`src/rtl/gfx256_mem_arbiter.sv`:
```
// gfx256_mem_arbiter
//
// Round-robin arbiter that shares one 256-bit Wishbone master port between NREQ graphics
// requesters (index 0 is the renderer). Only one bus cycle is in flight at a time. Each
// transfer passes through IDLE -> BUSY -> DONE. The DONE turnaround cycle gives the
// requester time to drop its request, so a stale request is never granted again.
//
// Optional build macro: GFX_ARB_TIMEOUT_EN
//   When this macro is defined, a watchdog aborts a bus cycle after TIMEOUT BUSY cycles
//   without m_ack_i. The abort returns ack_o with err_o = 1.
//   When it is undefined, BUSY waits indefinitely and err_o stays at 0.
//
// Ports
//   clk_i, rst_i            clock, synchronous active-high reset
//   req_read_i/req_write_i  per-requester level requests (a write wins if both are set)
//   req_addr_i/sel_i/dat_i  packed per-requester address, byte select and write data
//   ack_o, err_o            one-hot completion pulse, timeout flag
//   rdat_o                  read data, held until the next read completes
//   grant_o                 one-hot current owner, 0 when idle
//   m_*                     Wishbone master port
module gfx256_mem_arbiter #(
  parameter int unsigned NREQ    = 3,
  parameter int unsigned AW      = 32,
  parameter int unsigned DW      = 256,
  parameter int unsigned TIMEOUT = 255
) (
  input  logic                   clk_i,
  input  logic                   rst_i,
  input  logic [NREQ-1:0]        req_read_i,
  input  logic [NREQ-1:0]        req_write_i,
  input  logic [NREQ*AW-1:0]     req_addr_i,
  input  logic [NREQ*DW/8-1:0]   req_sel_i,
  input  logic [NREQ*DW-1:0]     req_dat_i,
  output logic [NREQ-1:0]        ack_o,
  output logic                   err_o,
  output logic [DW-1:0]          rdat_o,
  output logic [NREQ-1:0]        grant_o,
  output logic                   m_cyc_o,
  output logic                   m_stb_o,
  output logic                   m_we_o,
  output logic [AW-1:0]          m_adr_o,
  output logic [DW/8-1:0]        m_sel_o,
  output logic [DW-1:0]          m_dat_o,
  input  logic [DW-1:0]          m_dat_i,
  input  logic                   m_ack_i
);

  localparam int unsigned SW = DW / 8;
  localparam int unsigned IW = (NREQ > 1) ? $clog2(NREQ) : 1;

  if (NREQ < 2 || NREQ > 8 || TIMEOUT == 0) begin : g_param_check
    $error("gfx256_mem_arbiter: NREQ must be 2..8 and TIMEOUT nonzero");
  end

  typedef enum logic [1:0] {StIdle, StBusy, StDone} state_e;

  state_e          state_q;
  logic [IW-1:0]   last_q;

`ifdef GFX_ARB_TIMEOUT_EN
  localparam int unsigned TW = 16;
  logic [TW-1:0]   wdog_q;
`endif

  // Search starts one past the previous winner and wraps modulo NREQ.
  logic [NREQ-1:0] active;
  logic [IW-1:0]   win_idx;
  logic            win_found;

  always_comb begin
    int unsigned cand;
    cand      = 0;
    active    = req_read_i | req_write_i;
    win_idx   = '0;
    win_found = 1'b0;
    for (int unsigned k = 1; k <= NREQ; k++) begin
      cand = 32'(last_q) + k;
      if (cand >= NREQ) cand = cand - NREQ;
      if (!win_found && active[cand[IW-1:0]]) begin
        win_found = 1'b1;
        win_idx   = cand[IW-1:0];
      end
    end
  end

  always_ff @(posedge clk_i) begin
    if (rst_i) begin
      state_q <= StIdle;
      last_q  <= IW'(NREQ - 1);
      ack_o   <= '0;
      err_o   <= 1'b0;
      rdat_o  <= '0;
      grant_o <= '0;
      m_cyc_o <= 1'b0;
      m_stb_o <= 1'b0;
      m_we_o  <= 1'b0;
      m_adr_o <= '0;
      m_sel_o <= '0;
      m_dat_o <= '0;
`ifdef GFX_ARB_TIMEOUT_EN
      wdog_q  <= '0;
`endif
    end else begin
      ack_o <= '0;
      err_o <= 1'b0;
      unique case (state_q)
        StIdle: begin
          if (win_found) begin
            grant_o <= NREQ'(1) << win_idx;
            last_q  <= win_idx;
            m_cyc_o <= 1'b1;
            m_stb_o <= 1'b1;
            m_we_o  <= req_write_i[win_idx];
            m_adr_o <= req_addr_i[win_idx*AW +: AW];
            m_sel_o <= req_sel_i[win_idx*SW +: SW];
            m_dat_o <= req_dat_i[win_idx*DW +: DW];
            state_q <= StBusy;
`ifdef GFX_ARB_TIMEOUT_EN
            wdog_q  <= '0;
`endif
          end
        end
        StBusy: begin
          // Requester inputs are not re-sampled here; the master outputs hold their values.
          if (m_ack_i) begin
            m_cyc_o <= 1'b0;
            m_stb_o <= 1'b0;
            m_we_o  <= 1'b0;
            ack_o   <= grant_o;
            if (!m_we_o) rdat_o <= m_dat_i;
            state_q <= StDone;
          end
`ifdef GFX_ARB_TIMEOUT_EN
          else if (wdog_q == TW'(TIMEOUT - 1)) begin
            // TIMEOUT BUSY cycles have elapsed: abort the cycle and flag the error.
            m_cyc_o <= 1'b0;
            m_stb_o <= 1'b0;
            m_we_o  <= 1'b0;
            ack_o   <= grant_o;
            err_o   <= 1'b1;
            state_q <= StDone;
          end else begin
            wdog_q  <= wdog_q + 1'b1;
          end
`endif
        end
        StDone: begin
          grant_o <= '0;
          state_q <= StIdle;
        end
        default: state_q <= StIdle;
      endcase
    end
  end

endmodule

```
`config.mk`:
```
export PLATFORM = sky130hd
export DESIGN_NAME = gfx256_mem_arbiter
export DESIGN_NICKNAME = d
export VERILOG_FILES = /design/src/rtl/gfx256_mem_arbiter.sv
export SDC_FILE = /design/constraint.sdc
export NUM_CORES = 2
export LEC_CHECK = 0
export CAP_MARGIN = 10
export CORE_AREA = 8 8 702 704
export DETAILED_ROUTE_END_ITERATION = 8
export DIE_AREA = 0 0 710 712
export PLACE_DENSITY_LB_ADDON = 0.1
export SETUP_SLACK_MARGIN = 0.05
export SLEW_MARGIN = 5
export SYNTH_ARGS = -nofsm -noshare
export SYNTH_HDL_FRONTEND = slang
export SYNTH_SLANG_ARGS = --single-unit
```
`constraint.sdc`:
```
create_clock -name clk_i -period 3 [get_ports clk_i]
set_input_delay 0.9 -clock clk_i [delete_from_list [all_inputs] [get_ports clk_i]]
set_output_delay 0.9 -clock clk_i [all_outputs]
set_load 0.005 [all_outputs]
```
==> run summary <==
Status - finished with violations
Failing checks - negative setup slack
Synth Flop Type - dfxtp_1
Gpl congestion - 0.8764
Crit. End Element - flop
Multiplexer share of the synthesized area - 0.0008413
Final Util - 0.1240
Max VDD drop - 0.3964 mV
Placed instance count - 11200
Starting Density - 0.04946
R2R depth - 14
Cell Chain, Critical Path - inv_2, ha_4, or3_4, and3_4, or4_4, buf_6, o31ai_4, buf_12, buf_12, buf_16, buf_16, buf_12, clkbuf_16, a221o_1
Drt first pass iters - 7
Synth area leaders - dfxtp_1 (49%), nand2_1 (18%), a221o_1 (13%)
Slowest stage delay, CP - 0.46 ns
Critical path's top delay family - buffers and inverters
Number of global-route vias before repair - 34260
Main combinational cell family by area after synthesis - compound AO/OA/AOI/OAI gates
Full die area - 505500 um2
Most common cell after layout, fill and taps aside - clkdlybuf4s50_1
Vias after detailed routing - 33576
CP Max Fanout - 6
Synth Area in Adders - 0.002103
Global-route wire length before repair - 449400 um
Synthesized area - 23800 um2
H-tree Lvls - 3
HP Start - rst_i
Num CTS Buffers - 104
Placement Setup Slack - -1.052 ns
Max_cap viols - 0
Fin. max-slew vios - 0
Post-synth EDFFs - 0
Data arrival time of the worst path - 3.89 ns
Setup_tns - -18.54 ns
Worst Hold Path EP - last_q[0]
Synth area leader - dfxtp_1
R2R Setup Slk - -0.15 ns
Critical-path top delay cell - or4_4
Row cnt - 255
Slew @ Worst Pin - 1.013 ns
Crit path buf inv count - 8
Clk slew on worst S/H paths - 0.06 ns
Distinct cells, synth - 41
Synth async-reset ratio - 0
Core box area - 481100 um2
Clock insertion delay at the later pin of the skew report - 0.86 ns
Worst R2R End - m_dat_o[113]
Commonest cells after routing, fill and taps aside - clkdlybuf4s50_1 (1738), nand2_1 (1020), dfxtp_1 (569), a21oi_1 (462), a221o_1 (320)
WL/cell - 32.26 um
Simple-Gate Fraction of Synth Area - 0.1901
Largest net degree at the start of global routing - 119
Seq/Total Area, Yosys - 0.4947
Chip Height - 712 um
DPL Wire Length - 314300 um
Die X - 710 um
Share of layout cells above drive strength 1 - 0.1683
Min cycle time layout - 3.152 ns
Clock root buffer - clkbuf_16
Syn-to-layout area delta - 150.8%
Most common cell on crit path - buf_12
Cell Pwr Density - 900.4 nW/um2
# port buffers - 1809
Worst Hold Depth - 2
CTS Hold Buffers Added - 0
Initial antenna violation count - 320
Fin nets - 6233
Post-synthesis compound-gate area fraction - 0.2643
CP startpoint kind - flop
Tcrit/Tclk final - 1.051
WHS - 0.2544 ns
Initial detailed-routing violation count - 2010
Final Hold Fails - 0
Worst min path class - primary input to flop
Clock tree from TritonCTS - built
Slew HR - 0.3247
Final setup viols - 256
Share of the synthesized area in the top cell type - 0.4947
Drt drc - 0
Skew final - 0.08161 ns
Routed Antenna Nets - 0
Layout fillers - 55281
Worst endpoint required time - 3.74 ns
GRT Residual Overflow - 0
Cells after Synth - 2978
Syn avg cell area - 7.990 um2
Ys Warns - 0
I/O pin count - 1811
#FFs+latches synth - 588
Worst reg2reg startpoint - last_q[0]
RSZ-0062 raised after global routing - true
Final WS setup - -0.1525 ns
Clk sink count - 588
Max clock buf depth - 4
Net count after synthesis - 4207
XOR/XNOR Fraction of Synth Area - 0
Layout Cells excl Fill - 11579
Routed Wire Length - 373600 um
Max Clk Rate - 317.2 MHz
Drt via density - 2.900
Total track usage - 0.1388
Setup Crit Path Kind - flop to flop
Leakage - 21.28 nW
==> through the flow <==
| stage | cell area [um2] | power [W] |
|---|---|---|
| after CTS | 57330 | 0.05253 |
| after global routing | 59560 | 0.05680 |
| after detailed placement | 51450 | 0.03492 |
| final | 59680 | 0.05374 |
| after floorplan | 23800 | 0.01817 |
| after global placement | 51450 | 0.03510 |
==> per-layer routing <==
metal,up-vias,share of wire,track usage
met3,595,0.084,0.04990
met2,1636,0.51,0.2531
met4,148,0.024,0.02948
met1,16533,0.38,0.1534
met5,-,0.0027,0
li1,14664,-,-
==> timing repair <==
item                       CTS  global route
cloned                      38            26
resized for setup          242           404
pin swaps                   59           165
buffers inserted            35            42
setup endpoints to repair  433           382
==> state kept, by name, indices dropped and copies added, names as in the netlist, 2 cells and up <==
signal,cells
m_dat_o,256
rdat_o,256
m_adr_o,32
m_sel_o,32
ack_o,3
grant_o,3
last_q,2
state_q,2
==> Yosys cell counts, drive strengths merged, types with 3 or more instances <==
library cell,instances
a21oi,581
a221o,320
a31oi,3
and2,4
buf,83
clkbuf,184
dfxtp,588
ha,4
inv,7
nand2,1157
nand2b,3
nor2,5
nor3,6
o211ai,4
o21ai,3
==> how the worst max path moves through the flow <==
| stage | cells past startpoint | from | endpoint | slack (ns) |
|---|---|---|---|---|
| 3_3_place_gp | 10 | req_read_i[0] | m_sel_o[25] | -1.05 |
| 4_1_cts | 13 | last_q[0] | m_dat_o[150] | -0.21 |
| 5_1_grt | 13 | last_q[0] | m_dat_o[150] | -0.29 |
| 3_5_place_dp | 11 | req_write_i[1] | m_sel_o[25] | -1.05 |
| 6_report | 14 | last_q[0] | m_dat_o[113] | -0.15 |
| 2_1_floorplan | 8 | req_read_i[1] | m_dat_o[118] | 0.07 |
==> kinds of logic (layout without fill, tap and decap cells) <==
logic type	Yosys count	count (layout)
flops	588	588
buf+inv	274	2376
fa+ha+maj	4	4
mux	2	2
simple gates	1187	1187
compound gates	922	922
other cells	1	75
==> report_power, final <==
group / total (W) / internal [W] / switching [W]
Sequential: 0.0122 / 0.0101 / 0.00214
Combinational: 0.0289 / 0.0139 / 0.0149
Clock: 0.0127 / 0.00761 / 0.00505
==> final cells by class <==
cell class              count  area, um2  area share
inverters                   7      26.28   0.0004402
repair buffers           2187      24020      0.4025
multi-input cells        2116      12190      0.2043
clock buffers             161       3169     0.05310
flip-flops and latches    588      11800      0.1977
diodes                     74      185.2    0.003103
clock inverters            21      255.2    0.004277
well taps                6425       8039      0.1347
(Power assumes the default switching activity.)
